## config.mk

```make
export PLATFORM = sky130hd
export DESIGN_NAME = gg_nal_stream_ctrl
export DESIGN_NICKNAME = d
export VERILOG_FILES = /design/src/rtl/gg_nal_pkg.sv /design/src/rtl/gg_nal_window_buf.sv /design/src/rtl/gg_nal_stream_ctrl.sv
export SDC_FILE = /design/constraint.sdc
export NUM_CORES = 1
export LEC_CHECK = 0
export ABC_AREA = 1
export CORE_MARGIN = 2
export CORE_UTILIZATION = 53
export DETAILED_ROUTE_END_ITERATION = 16
export HOLD_SLACK_MARGIN = 0.15
export PLACE_DENSITY = 0.87
export SLEW_MARGIN = 25
export SYNTH_ARGS = -nofsm -noshare
export SYNTH_HDL_FRONTEND = slang
export SYNTH_SLANG_ARGS = --single-unit
```

## constraint.sdc

```tcl
create_clock -name clk -period 4.3 [get_ports clk]
set_input_delay 0.645 -clock clk [delete_from_list [all_inputs] [get_ports clk]]
set_output_delay 0.645 -clock clk [all_outputs]
set_load 0.02 [all_outputs]
```

## src/rtl/gg_nal_pkg.sv

```systemverilog
`default_nettype none
// ============================================================================
// Module      : gg_nal_pkg
// Description : Shared types and constants for the NAL stream sequencer.
//               nal_ctrl_state_t - sequencer states
//               PAD_BITS         - width of the lattice lookahead pad
// Revision    : 1.0 - initial release
// ============================================================================
package gg_nal_pkg;

    localparam int PAD_BITS = 32;

    typedef enum logic [2:0] {
        IDLE = 3'd0,
        FILL = 3'd1,
        RUN  = 3'd2,
        TAIL = 3'd3,
        DONE = 3'd4
    } nal_ctrl_state_t;

endpackage
`default_nettype wire

```

## src/rtl/gg_nal_window_buf.sv

```systemverilog
`default_nettype none
// ============================================================================
// Module      : gg_nal_window_buf
// Description : Two-entry cur/nxt word buffer feeding the lattice window.
//               cur is the presented word; nxt supplies the lookahead pad.
// Ports       : clk, reset   - clock, synchronous active-high reset
//               clear        - empty both entries (new stream)
//               load, data   - word accepted this cycle
//               advance      - window consumed: cur<=nxt
//               cur_data     - presented word (registered)
//               pad          - top PAD_BITS of nxt, 0 when nxt empty
//               cur_valid, nxt_valid - occupancy
// Revision    : 1.0 - initial release
// ============================================================================
module gg_nal_window_buf
    import gg_nal_pkg::*;
#(
    parameter int WIDTH = 32
) (
    input  logic                clk,
    input  logic                reset,
    input  logic                clear,
    input  logic                load,
    input  logic [WIDTH-1:0]    data,
    input  logic                advance,
    output logic [WIDTH-1:0]    cur_data,
    output logic [PAD_BITS-1:0] pad,
    output logic                cur_valid,
    output logic                nxt_valid
);

    logic [WIDTH-1:0]    r_cur;
    logic [WIDTH-1:0]    r_nxt;
    logic [PAD_BITS-1:0] r_pad;
    logic                r_cur_valid;
    logic                r_nxt_valid;

    always_ff @(posedge clk) begin
        if (reset || clear) begin
            r_cur       <= '0;
            r_nxt       <= '0;
            r_pad       <= '0;
            r_cur_valid <= 1'b0;
            r_nxt_valid <= 1'b0;
        end else if (advance) begin
            // cur data is left alone when nxt is empty so lat_bits holds
            // the last presented word after the tail drains.
            if (r_nxt_valid) begin
                r_cur <= r_nxt;
            end
            r_cur_valid <= r_nxt_valid;
            if (load) begin
                r_nxt       <= data;
                r_pad       <= data[WIDTH-1 -: PAD_BITS];
                r_nxt_valid <= 1'b1;
            end else begin
                r_pad       <= '0;
                r_nxt_valid <= 1'b0;
            end
        end else if (load) begin
            if (!r_cur_valid) begin
                r_cur       <= data;
                r_cur_valid <= 1'b1;
            end else begin
                r_nxt       <= data;
                r_pad       <= data[WIDTH-1 -: PAD_BITS];
                r_nxt_valid <= 1'b1;
            end
        end
    end

    assign cur_data  = r_cur;
    assign pad       = r_pad;
    assign cur_valid = r_cur_valid;
    assign nxt_valid = r_nxt_valid;

endmodule
`default_nettype wire

```

## src/rtl/gg_nal_stream_ctrl.sv

```systemverilog
`default_nettype none
// ============================================================================
// Module      : gg_nal_stream_ctrl
// Description : Sequencer between the emulation-prevention stripper and the
//               NAL lattice parser. Builds word + 32-bit lookahead, issues the
//               stream-start trigger, advances the lattice only on a full
//               window and tracks slice start/end events.
// Ports       : clk, reset (sync, active-high), start
//               in_data/in_valid/in_last/in_ready  - RBSP word stream
//               lat_bits/lat_pad/lat_en/lat_nal_start - to lattice
//               lat_slice_start/lat_slice_end      - slice events
//               busy, done, slice_active, err_overlap, byte_cnt
// Config      : GG_NAL_CTRL_STATS_EN adds output slice_cnt (slice starts
//               per stream, saturating).
// Revision    : 1.0 - initial release
// ============================================================================
module gg_nal_stream_ctrl
    import gg_nal_pkg::*;
#(
    parameter int WIDTH      = 32,
    parameter int BYTE_WIDTH = WIDTH / 8,
    parameter int CNT_W      = 32
) (
    input  logic                  clk,
    input  logic                  reset,
    input  logic                  start,
    input  logic [WIDTH-1:0]      in_data,
    input  logic                  in_valid,
    input  logic                  in_last,
    output logic                  in_ready,
    output logic [WIDTH-1:0]      lat_bits,
    output logic [PAD_BITS-1:0]   lat_pad,
    output logic                  lat_en,
    output logic [BYTE_WIDTH-1:0] lat_nal_start,
    input  logic [BYTE_WIDTH-1:0] lat_slice_start,
    input  logic [BYTE_WIDTH-1:0] lat_slice_end,
    output logic                  busy,
    output logic                  done,
    output logic                  slice_active,
    output logic                  err_overlap,
    output logic [CNT_W-1:0]      byte_cnt
`ifdef GG_NAL_CTRL_STATS_EN
    ,
    output logic [CNT_W-1:0]      slice_cnt
`endif
);

    nal_ctrl_state_t r_state;
    nal_ctrl_state_t w_state_next;

    logic w_cur_valid;
    logic w_nxt_valid;
    logic w_load;
    logic w_start_go;
    logic w_start_hit;
    logic w_end_hit;

    logic [BYTE_WIDTH-1:0] r_nal_start;
    logic                  r_busy;
    logic                  r_done;
    logic                  r_slice_active;
    logic                  r_err_overlap;
    logic [CNT_W-1:0]      r_byte_cnt;
    logic [CNT_W:0]        w_byte_sum;

    assign w_start_go  = start && ((r_state == IDLE) || (r_state == DONE));
    assign w_load      = in_valid && in_ready;
    assign w_start_hit = lat_en && (|lat_slice_start);
    assign w_end_hit   = |lat_slice_end;
    assign w_byte_sum  = {1'b0, r_byte_cnt} + (CNT_W + 1)'(BYTE_WIDTH);

    gg_nal_window_buf #(
        .WIDTH (WIDTH)
    ) u_buf (
        .clk       (clk),
        .reset     (reset),
        .clear     (w_start_go),
        .load      (w_load),
        .data      (in_data),
        .advance   (lat_en),
        .cur_data  (lat_bits),
        .pad       (lat_pad),
        .cur_valid (w_cur_valid),
        .nxt_valid (w_nxt_valid)
    );

    always_ff @(posedge clk) begin
        if (reset) begin
            r_state <= IDLE;
        end else begin
            r_state <= w_state_next;
        end
    end

    always_comb begin
        w_state_next = r_state;
        in_ready     = 1'b0;
        lat_en       = 1'b0;
        case (r_state)
            IDLE: begin
                if (start) begin
                    w_state_next = FILL;
                end
            end
            FILL: begin
                in_ready = 1'b1;
                if (in_valid) begin
                    if (in_last) begin
                        w_state_next = TAIL;
                    end else if (w_cur_valid) begin
                        w_state_next = RUN;
                    end
                end
            end
            RUN: begin
                lat_en   = w_nxt_valid;
                in_ready = !w_nxt_valid || lat_en;
                if (in_valid && in_last) begin
                    w_state_next = TAIL;
                end
            end
            TAIL: begin
                // cur is always valid until the final word is consumed.
                lat_en = w_cur_valid;
                if (lat_en && !w_nxt_valid) begin
                    w_state_next = DONE;
                end
            end
            DONE: begin
                if (start) begin
                    w_state_next = FILL;
                end
            end
            default: begin
                w_state_next = IDLE;
            end
        endcase
    end

    // Leaving FILL always lands on a full window (RUN with both entries, or
    // TAIL with at least cur), so the first lat_en is exactly the next cycle.
    always_ff @(posedge clk) begin
        if (reset) begin
            r_nal_start <= '0;
            r_busy      <= 1'b0;
            r_done      <= 1'b0;
        end else begin
            r_nal_start <= ((r_state == FILL) && (w_state_next != FILL)) ?
                           {1'b1, {(BYTE_WIDTH - 1){1'b0}}} : '0;
            r_busy      <= (w_state_next == FILL) || (w_state_next == RUN) ||
                           (w_state_next == TAIL);
            r_done      <= (w_state_next == DONE);
        end
    end

    // End is applied before start, so a same-cycle end+start leaves the
    // slice open and is not an overlap.
    always_ff @(posedge clk) begin
        if (reset || w_start_go) begin
            r_slice_active <= 1'b0;
            r_err_overlap  <= 1'b0;
            r_byte_cnt     <= '0;
        end else begin
            if (w_start_hit && r_slice_active && !w_end_hit) begin
                r_err_overlap <= 1'b1;
            end
            if (w_start_hit) begin
                r_slice_active <= 1'b1;
            end else if (w_end_hit) begin
                r_slice_active <= 1'b0;
            end
            if (lat_en) begin
                r_byte_cnt <= w_byte_sum[CNT_W] ? '1 : w_byte_sum[CNT_W-1:0];
            end
        end
    end

`ifdef GG_NAL_CTRL_STATS_EN
    logic [CNT_W-1:0] r_slice_cnt;
    logic [CNT_W:0]   w_slice_sum;

    assign w_slice_sum = {1'b0, r_slice_cnt} + (CNT_W + 1)'(1);

    always_ff @(posedge clk) begin
        if (reset || w_start_go) begin
            r_slice_cnt <= '0;
        end else if (w_start_hit) begin
            r_slice_cnt <= w_slice_sum[CNT_W] ? '1 : w_slice_sum[CNT_W-1:0];
        end
    end

    assign slice_cnt = r_slice_cnt;
`endif

    assign lat_nal_start = r_nal_start;
    assign busy          = r_busy;
    assign done          = r_done;
    assign slice_active  = r_slice_active;
    assign err_overlap   = r_err_overlap;
    assign byte_cnt      = r_byte_cnt;

endmodule
`default_nettype wire
```

==> results.md, run 1 <==
- DRT Wirelength: 17700 µm
- Root Driver: clkbuf_16
- Worst slew pin tran: 0.909 ns
- Startpoint type of the worst setup path: register
- Post-cts hold buffer count: 0
- TritonCTS buffer count: 17
- Logic pwr share: 0.107
- Minimum clock period: 3.17 ns
- Synthesized area per cell: 6.90 µm²
- Final TNS setup: 0 ns
- Final setup viols: 0
- Status: finished clean
- CTS tree: done
- Worst Path Max Fanout: 63
- Largest net degree at the start of global routing: 87
- Leakage power: 3.13 nW
- Clk sink count: 137
- Clock Path Buffers: 2
- Register area share after synthesis: 0.446
- Io pins: 151
- Worst rel slew slack: 0.394
- Via count: 6488
- PD cells: 381 nW/µm²
- Crit path kind: register to output port
- PostCTS Resize Cnt: 0
- Worst Hold Class: register to register
- H-tree depth: 4
- Initial antenna violation count: 0
- Synth Instances: 891
- Final Max Tran Viols: 0
- Synth warnings: 0
- Pint: 0.00230 W
- PortBufs: 147
- Core ar.: 11400 µm²
- Die Y: 112 µm
- Sw frac: 0.260
- Diode count: 0
- Util after Layout: 0.718
- Peak Freq: 0.316 GHz
- Postcts setup bufs: 0
- Synthesized area: 6150 µm²
- GPL Wtd Cong: 0.906
- Tcrit/Tclk final: 0.737
- Cell Count, Final, Fillers Out: 1168
- Vias in the first global route: 6022
- Psw: 0.000809 W
- Clk_skew: 0.00997 ns
- Die area: 12500 µm²
- Reg power frac: 0.426
- Hold Fails Final Rpt: 0
- Clock power share: 0.468
- First-pass GRT wire length: 28700 µm
- Layout Nets: 1059
- Crit path capture type: output port
- Fill count: 907
- Max IR drop VDD: 0.277 mV
- GRT Util Overall: 0.279
- Avg WL per Cell: 15.2 µm
- CP arrival: 2.52 ns
- DRC: 0
- Layout cells sized above 1: 0.0556
- Max_cap viols: 0
- Clock Latency Late Sink: 0.42 ns
- RSZ-0062 raised after global routing: false
- Critical Path RT: 3.65 ns
- Row count: 39
- Synthesized flop and latch total: 137
- Via-per-instance ratio: 5.55
- Layout area overhead: 32.7%
- DP Wirelength: 11200 µm
- Iteration-0 DRC Markers: 763
- Post-synthesis cell type count: 34
- First-pass detailed-route iteration total: 6
- Initial Util: 0.541
- CTS clk-pin slew, worst paths: 0.06 ns
- Grt total ovfl: 0
- Placed instance count: 1137
- DIE WIDTH: 112 µm
- DRT antenna net count: 0
cells in the final DEF (no fill, tap or decap):
master / n
and2_1: 2
nor2_1: 99
nand4_1: 13
nand2_1: 301
clkinv_4: 4
clkinv_2: 1
inv_2: 6
o21ai_0: 15
clkinvlp_4: 2
clkdlybuf4s50_1: 147
bufinv_16: 2
xnor2_1: 1
nand3_2: 1
a21oi_4: 1
nand4_2: 1
inv_1: 47
o21ai_1: 30
xor2_1: 7
or2_2: 1
a31oi_1: 33
conb_1: 3
o21bai_1: 1
or3_1: 1
inv_6: 3
nand2_4: 3
nand2_2: 6
nor2_4: 3
buf_4: 3
nand3b_1: 5
nand3_1: 31
dfxtp_1: 137
o21a_1: 1
inv_8: 2
a21oi_1: 86
clkbuf_16: 17
ha_1: 1
nor3_1: 7
nor2_2: 1
area by class of cell:
cell class,instances,area (µm²),area share
multi-input combinational,654,2960,0.362
sequential,137,2740,0.336
clock buffer,17,425,0.0521
clock inverter,14,164,0.0201
timing repair buffer,150,1490,0.183
tap,143,179,0.0219
inverter,53,199,0.0244
Yosys cell counts:
cell type  number  area, µm²
a21oi_1        86        430
a21oi_4         1       16.3
a31oi_1        33        206
and2_1          2       12.5
buf_1           3       11.3
buf_2          25        125
buf_4           8       60.1
buf_6           2       22.5
clkbuf_1       11       41.3
conb_1          1       3.75
dfxtp_1       137       2740
ha_1            1       12.5
inv_1          47        176
inv_2           6       22.5
nand2_1       302       1130
nand2_2         5       31.3
nand2_4         3       33.8
nand3_1        31        155
nand3_2         1       10.0
nand3b_1        5       37.5
nand4_1        13       81.3
nand4_2         1       12.5
nor2_1         99        372
nor2_2          1       6.26
nor2_4          3       33.8
nor3_1          7       35.0
o21a_1          1       7.51
o21ai_0        15       75.1
o21ai_1        30        150
o21bai_1        1       7.51
or2_2           1       6.26
or3_1           1       6.26
xnor2_1         1       8.76
xor2_1          7       61.3
stage by stage:
step	hold slack (ns)	setup WS, ns	power (W)	cell area (µm²)
floorplan	0.439	2.52	0.00154	6160
global placement	0.447	1.49	0.00167	7570
detailed placement	0.451	1.36	0.00167	7570
CTS	0.461	1.15	0.00311	8160
global route	0.475	1.01	0.00320	8160
finish	0.460	1.13	0.00311	8160
registers in the layout, indices dropped and copies added (netlist names):
register / count
u_buf.cur_data: 32
u_buf.pad: 32
u_buf.r_nxt: 32
byte_cnt: 31
r_state: 3
busy: 1
done: 1
err_overlap: 1
lat_nal_start: 1
slice_active: 1
u_buf.cur_valid: 1
u_buf.nxt_valid: 1
power by group through the flow:
stage / clock (W) / combinational, W / sequential [W]
2_1_floorplan: 0 / 0.000161 / 0.00138
3_3_place_gp: 0 / 0.000316 / 0.00135
3_5_place_dp: 0 / 0.000321 / 0.00135
4_1_cts: 0.00146 / 0.000327 / 0.00132
5_1_grt: 0.00152 / 0.000358 / 0.00133
6_report: 0.00145 / 0.000332 / 0.00132
per-layer routing:
| metal | vias up | wire, µm | global-route usage | part of all wire |
|---|---|---|---|---|
| li1 | 3128 | - | - | - |
| met1 | 2999 | 7130 | 0.343 | 0.40 |
| met2 | 316 | 8660 | 0.466 | 0.49 |
| met3 | 45 | 1540 | 0.0751 | 0.087 |
| met4 | 0 | 408 | 0.112 | 0.023 |
| met5 | - | 0 | 0 | 0 |
kinds of logic after synthesis:
group	after synthesis	share of synthesized area
DFF	137	0.446
other	1	0.000610
and+or+nand+nor	475	0.320
adders and majority gates	1	0.00203
AOI/OAI and AO/OA	167	0.145
xor gates and xnor gates	8	0.0114
buffers and inverters	102	0.0747
path summary, 6_finish.rpt:
path	from	end	slack, ns	depth (start not counted)
worst max-delay path	r_state[2]	lat_en	1.13	5
worst min register to register	u_buf.pad[14]	u_buf.pad[14]	0.46	2
worst min-delay path	u_buf.pad[14]	u_buf.pad[14]	0.46	2
worst max register to register	r_state[2]	u_buf.cur_data[0]	1.24	8
worst max-delay path, stage by stage (launching register included):
cell and delay (ns):
dfxtp_1 0.30, inv_1 0.14, nand4_2 0.23, nand2_4 0.12
buf_4 0.56, clkdlybuf4s50_1 0.73
No activity file was read; power rests on OpenSTA's default activity.
==> run 2, diff against run 1 <==
--- a/config.mk
+++ b/config.mk
@@ -7,10 +7,10 @@
 export LEC_CHECK = 0
 export ABC_AREA = 1
 export CORE_MARGIN = 2
-export CORE_UTILIZATION = 53
+export CORE_UTILIZATION = 45
 export DETAILED_ROUTE_END_ITERATION = 16
 export HOLD_SLACK_MARGIN = 0.15
-export PLACE_DENSITY = 0.87
+export PLACE_DENSITY = 0.79
 export SLEW_MARGIN = 25
 export SYNTH_ARGS = -nofsm -noshare
 export SYNTH_HDL_FRONTEND = slang
==> constraint.sdc (replaced) <==
create_clock -name clk -period 2.79 [get_ports clk]
set_input_delay 0.4185 -clock clk [delete_from_list [all_inputs] [get_ports clk]]
set_output_delay 0.4185 -clock clk [all_outputs]
set_load 0.02 [all_outputs]
==> results.md, run 2 (synthesized netlist as in run 1, its figures left out) <==
- Status: finished clean
- Final Cell Area: 8270 µm² (+1.3%)
- Crit path kind: register to output port
- Iteration-0 DRC Markers: 600 (-21%)
- Setup slack after layout: 0.350 ns (-0.780 ns)
- Dpl ws: 0.451 ns (-0.913 ns)
- GPL Wtd Cong: 0.887 (-2.0%)
- Hold Fails Final Rpt: 0 (unchanged)
- R2R Path Start: r_state[1]
- Worst Path Max Fanout: 21 (-67%)
- Max IR drop VDD: 0.335 mV (+21%)
- Crit path capture type: output port
- CTS tree: done
- Layout cells sized above 1: 0.0629 (+0.00725)
- Die Y: 121 µm (+8.2%)
- Layout area overhead: 34.5%
- PostCTS Resize Cnt: 0 (unchanged)
- H-tree depth: 4 (unchanged)
- Clk_skew: 0.00814 ns (-0.00183 ns)
- DRC: 0 (unchanged)
- DRT Wirelength: 17700 µm (+0.11%)
- PD cells: 579 nW/µm² (+52%)
- TritonCTS buffer count: 17 (unchanged)
- Largest net degree at the start of global routing: 87 (unchanged)
- CTS clk-pin slew, worst paths: 0.06 ns (about the same)
- Initial Util: 0.462 (-0.0783)
- Clock Path Buffers: 2 (unchanged)
- Max_cap viols: 0 (unchanged)
- Io pins: 151 (unchanged)
- Root Driver: clkbuf_16
- Final TNS setup: 0 ns (unchanged)
- PortBufs: 147 (unchanged)
- Tcrit/Tclk final: 0.874
- Row count: 42 (+7.7%)
- DRT antenna net count: 0 (unchanged)
- Crit-path slowest cell: clkdlybuf4s50_1
- Core ar.: 13300 µm² (+17%)
- Vias in the first global route: 5873 (-2.5%)
- Post-cts hold buffer count: 0 (unchanged)
- Worst Hold Class: register to register
- DIE WIDTH: 121 µm (+8.2%)
- GRT Util Overall: 0.248 (-0.0316)
- Die area: 14600 µm² (+17%)
- DP Wirelength: 11600 µm (+3.2%)
- Hold wc startpoint: u_buf.r_nxt[17]
- Leakage power: 3.16 nW (+1.1%)
- Final Max Tran Viols: 0 (unchanged)
- Placed instance count: 1179 (+3.7%)
- Cells along the critical path: nand4_2 -> nand2_4 -> clkdlybuf4s50_1
- Clock Latency Late Sink: 0.43 ns (about the same)
- Worst rel slew slack: 0.385 (-0.00886)
- CP arrival: 2.02 ns (-0.50 ns)
- Hold Crit Endpoint: u_buf.r_nxt[17]
- First-pass GRT wire length: 28800 µm (+0.60%)
- Postcts setup bufs: 0 (unchanged)
- Layout Nets: 1068 (+0.85%)
- Cell Count, Final, Fillers Out: 1210 (+3.6%)
- Initial antenna violation count: 0 (unchanged)
- Cell Area, Placed: 7680 µm² (+1.5%)
- Max stage delay on crit path: 0.67 ns (-0.06 ns)
- Via-per-instance ratio: 5.19 (-6.6%)
- Final setup viols: 0 (unchanged)
- First-pass detailed-route iteration total: 7 (+1)
- Reg-to-reg critical path endpoint: u_buf.pad[14]
- Worst-case reg-to-reg path depth: 9 (+1)
- Grt total ovfl: 0 (unchanged)
- Worst Setup SP: r_state[1]
- Most frequent cells in the layout: nand2_1, clkdlybuf4s50_1, dfxtp_1
- Diode count: 0 (unchanged)
- Startpoint type of the worst setup path: register
- Fill count: 1195 (+32%)
- Minimum clock period: 2.44 ns
- Avg WL per Cell: 14.7 µm (-3.4%)
- Peak Freq: 0.410 GHz
- Clk sink count: 137 (unchanged)
- Cell depth of the worst min-delay path: 2 (unchanged)
- RSZ-0062 raised after global routing: false
- Commonest non-fill, non-tap cell in the layout: nand2_1
- R2r setup slk: 0.49 ns (-0.75 ns)
- Worst slew pin tran: 0.922 ns (+0.0133 ns)
- Critical Path RT: 2.37 ns (-1.28 ns)
- Via count: 6278 (-3.2%)
-- run 2: cell types whose count changed in the layout (fill, tap and decap cells not counted) --
| cell | delta |
|---|---|
| buf_4 | +9 |
| clkbuf_1 | +1 |
| clkbuf_8 | +1 |
| clkinv_2 | -1 |
| clkinv_4 | -2 |
| clkinvlp_4 | +2 |
| inv_6 | +1 |
| inv_8 | -2 |
| nand2_2 | -1 |
| nand2_4 | +1 |
-- run 2: area by class of cell --
cell class | instances | area, µm² | area share
repair buffers | 159 | 1560 | 0.189
inverters | 53 | 199 | 0.0241
clock inverters | 12 | 143 | 0.0172
multi-input cells | 654 | 2960 | 0.358
well taps | 176 | 220 | 0.0266
flip-flops and latches | 137 | 2740 | 0.332
clock buffers | 19 | 443 | 0.0536
-- run 2: worst max path at each step --
stage,to,slack (ns),cells past startpoint
2_1_floorplan,byte_cnt[26],1.01,12
3_3_place_gp,u_buf.pad[16],0.51,8
3_5_place_dp,u_buf.cur_data[25],0.45,7
4_1_cts,lat_en,0.33,4
5_1_grt,lat_en,0.24,4
6_report,lat_en,0.35,3
-- run 2: stage by stage --
stage / power, W / hold WS (ns) / utilization
floorplan: 0.00237 / 0.439 / -
CTS: 0.00482 / 0.461 / 0.622
detailed placement: 0.00259 / 0.452 / 0.578
global route: 0.00497 / 0.475 / 0.622
global placement: 0.00259 / 0.447 / 0.578
finish: 0.00479 / 0.459 / 0.622
-- run 2: worst max-delay path, delay by kind of cell, from the launching register on --
family / cells / cell delay, ns
flops: 1 / 0.43
simple gates: 2 / 0.48
buf+inv: 1 / 0.67
-- run 2: routing by layer --
| layer | up-vias | GRT usage | wire length (µm) |
|---|---|---|---|
| met5 | - | 0 | 0 |
| met4 | 0 | 0.0923 | 327 |
| met3 | 28 | 0.0578 | 1180 |
| met2 | 214 | 0.399 | 8310 |
| met1 | 2893 | 0.323 | 7930 |
| li1 | 3143 | - | - |
-- run 2: power by group --
group | leakage [nW] | internal, W | switching (W)
clock | 0.273 | 0.00135 | 0.000884
combinational | 1.78 | 0.000215 | 0.000305
sequential | 1.11 | 0.00201 | 0.0000311
==> run 3, diff against run 2 <==
--- a/config.mk
+++ b/config.mk
@@ -7,10 +7,10 @@
 export LEC_CHECK = 0
 export ABC_AREA = 1
 export CORE_MARGIN = 2
-export CORE_UTILIZATION = 45
+export CORE_UTILIZATION = 39
 export DETAILED_ROUTE_END_ITERATION = 16
 export HOLD_SLACK_MARGIN = 0.15
-export PLACE_DENSITY = 0.79
+export PLACE_DENSITY = 0.7
 export SLEW_MARGIN = 25
 export SYNTH_ARGS = -nofsm -noshare
 export SYNTH_HDL_FRONTEND = slang
==> results.md, run 3 (synthesized netlist as in run 1, its figures left out) <==
- Largest net degree at the start of global routing: 62 (-29%)
- Minimum clock period: 2.41 ns (-0.0329 ns)
- RSZ-0062 raised after global routing: false
- Clock power share: 0.474 (+0.008)
- Most frequent cells in the layout: nand2_1, clkdlybuf4s50_1, dfxtp_1
- Sw frac: 0.245 (-0.00974)
- PD cells: 584 nW/µm² (+0.85%)
- Final TNS setup: 0 ns (unchanged)
- Setup slack after layout: 0.383 ns (+0.0329 ns)
- Worst Hold Class: register to register
- Clock Latency Late Sink: 0.43 ns (about the same)
- DRC: 0 (unchanged)
- GRT Util Overall: 0.219 (-0.0287)
- Max_cap viols: 0 (unchanged)
- Iteration-0 DRC Markers: 354 (-41%)
- CTS tree: done
- Reg power frac: 0.418 (-0.008)
- Hold Fails Final Rpt: 0 (unchanged)
- Die Y: 130 µm (+7.2%)
- Placed instance count: 1212 (+2.8%)
- Clock Path Buffers: 2 (unchanged)
- Post-cts hold buffer count: 0 (unchanged)
- Max IR drop VDD: 0.490 mV (+46%)
- Row count: 45 (+7.1%)
- Final Max Tran Viols: 0 (unchanged)
- Reg-to-reg critical path endpoint: u_buf.cur_data[31]
- PortBufs: 147 (unchanged)
- Worst rel slew slack: 0.571 (+0.186)
- DP Wirelength: 12000 µm (+3.7%)
- Fill count: 1502 (+26%)
- DRT Wirelength: 17700 µm (-0.15%)
- Worst slew pin tran: 0.643 ns (-0.279 ns)
- Overall Power: 0.00488 W (+1.9%)
- Worst Path Max Fanout: 17 (-19%)
- Via count: 6155 (-2.0%)
- H-tree depth: 4 (unchanged)
- Psw: 0.00120 W (-2.0%)
- Diode count: 0 (unchanged)
- R2r setup slk: 0.57 ns (+0.08 ns)
- Root Driver: clkbuf_16
- Die area: 16800 µm² (+15%)
- Clk_skew: 0.0119 ns (+0.00377 ns)
- Postcts setup bufs: 0 (unchanged)
- Hold Crit Endpoint: u_buf.pad[15]
- Via-per-instance ratio: 4.95 (-4.6%)
- Cell Count, Final, Fillers Out: 1244 (+2.8%)
- CTS clk-pin slew, worst paths: 0.06 ns (about the same)
- CP arrival: 1.99 ns (-0.03 ns)
- Cell depth of the worst min-delay path: 2 (unchanged)
- Avg WL per Cell: 14.2 µm (-2.9%)
- First-pass detailed-route iteration total: 4 (-3)
- TritonCTS buffer count: 17 (unchanged)
- R2R Path Start: r_state[2]
- Final setup viols: 0 (unchanged)
- Grt total ovfl: 0 (unchanged)
- Worst-case reg-to-reg path depth: 9 (unchanged)
- First-pass GRT wire length: 28900 µm (+0.36%)
- GPL Wtd Cong: 0.861 (-3.0%)
- Commonest non-fill, non-tap cell in the layout: nand2_1
- Io pins: 151 (unchanged)
- Fin Hold WS: 0.458 ns (-0.00102 ns)
- Clk sink count: 137 (unchanged)
- DRT antenna net count: 0 (unchanged)
- Vias in the first global route: 5760 (-1.9%)
- PostCTS Resize Cnt: 0 (unchanged)
- Core ar.: 15300 µm² (+15%)
- Pint: 0.00368 W (+3.3%)
- Logic pwr share: 0.107 (-0.002)
- Hold wc startpoint: u_buf.pad[15]
- DIE WIDTH: 130 µm (+7.2%)
- Crit path capture type: output port
- Layout cells sized above 1: 0.0600 (-0.00284)
- Initial antenna violation count: 0 (unchanged)
- Crit path kind: register to output port
- Tcrit/Tclk final: 0.863 (-0.0118)
- Critical Path RT: 2.37 ns (about the same)
- Initial Util: 0.401 (-0.0610)
- Peak Freq: 0.415 GHz (+1.4%)
- Startpoint type of the worst setup path: register
- Layout area overhead: 36.0%
- Status: finished clean
- Leakage power: 3.18 nW (+0.66%)
- Layout Nets: 1066 (-0.19%)
- Dpl ws: 0.574 ns (+0.123 ns)
run 3: changes by cell type in the layout (fill, tap and decap cells not counted), sizes merged:
cell / before / now
clkbuf: 19 / 22
bufinv: 2 / 3
clkinv: 2 / 4
buf: 12 / 10
inv: 57 / 53
clkinvlp: 4 / 3
run 3: power groups by stage:
stage | logic [W] | registers (W) | clock network (W)
after floorplan | 0.000248 | 0.00212 | 0
after global placement | 0.000523 | 0.00208 | 0
after detailed placement | 0.000523 | 0.00208 | 0
after CTS | 0.000526 | 0.00204 | 0.00234
after global routing | 0.000574 | 0.00204 | 0.00242
final | 0.000524 | 0.00204 | 0.00232
run 3: worst max-delay path by stage:
stage,depth (start not counted),from,end
after global routing,4,r_state[2],lat_en
after floorplan,12,byte_cnt[2],byte_cnt[26]
after global placement,7,in_valid,u_buf.cur_data[31]
final,4,r_state[2],lat_en
after detailed placement,9,r_state[2],u_buf.cur_data[31]
after CTS,4,r_state[2],lat_en
run 3: critical path, stage by stage, from the launching register on:
cell and delay, ns:
dfxtp_1 0.30, inv_1 0.15, nand4_2 0.22, nand2_4 0.23, clkdlybuf4s50_1 0.66
run 3: area by class of cell:
class / count / area, µm² / area share
clock inverters: 10 / 144 / 0.0172
clock buffers: 22 / 464 / 0.0555
flip-flops and latches: 137 / 2740 / 0.328
repair buffers: 157 / 1580 / 0.189
multi-input cells: 654 / 2960 / 0.354
inverters: 53 / 199 / 0.0238
well taps: 211 / 264 / 0.0316
run 3: layer usage:
layer	track usage	up-vias	wire, µm
li1	-	3142	-
met1	0.294	2812	8250
met2	0.345	174	8030
met3	0.0545	27	1100
met4	0.0746	0	340
met5	0	-	0
run 3: stage by stage:
stage,area (µm²),util
after floorplan,6160,-
after detailed placement,7750,0.506
after global placement,7750,0.506
after global routing,8360,0.546
final,8360,0.546
after CTS,8360,0.546
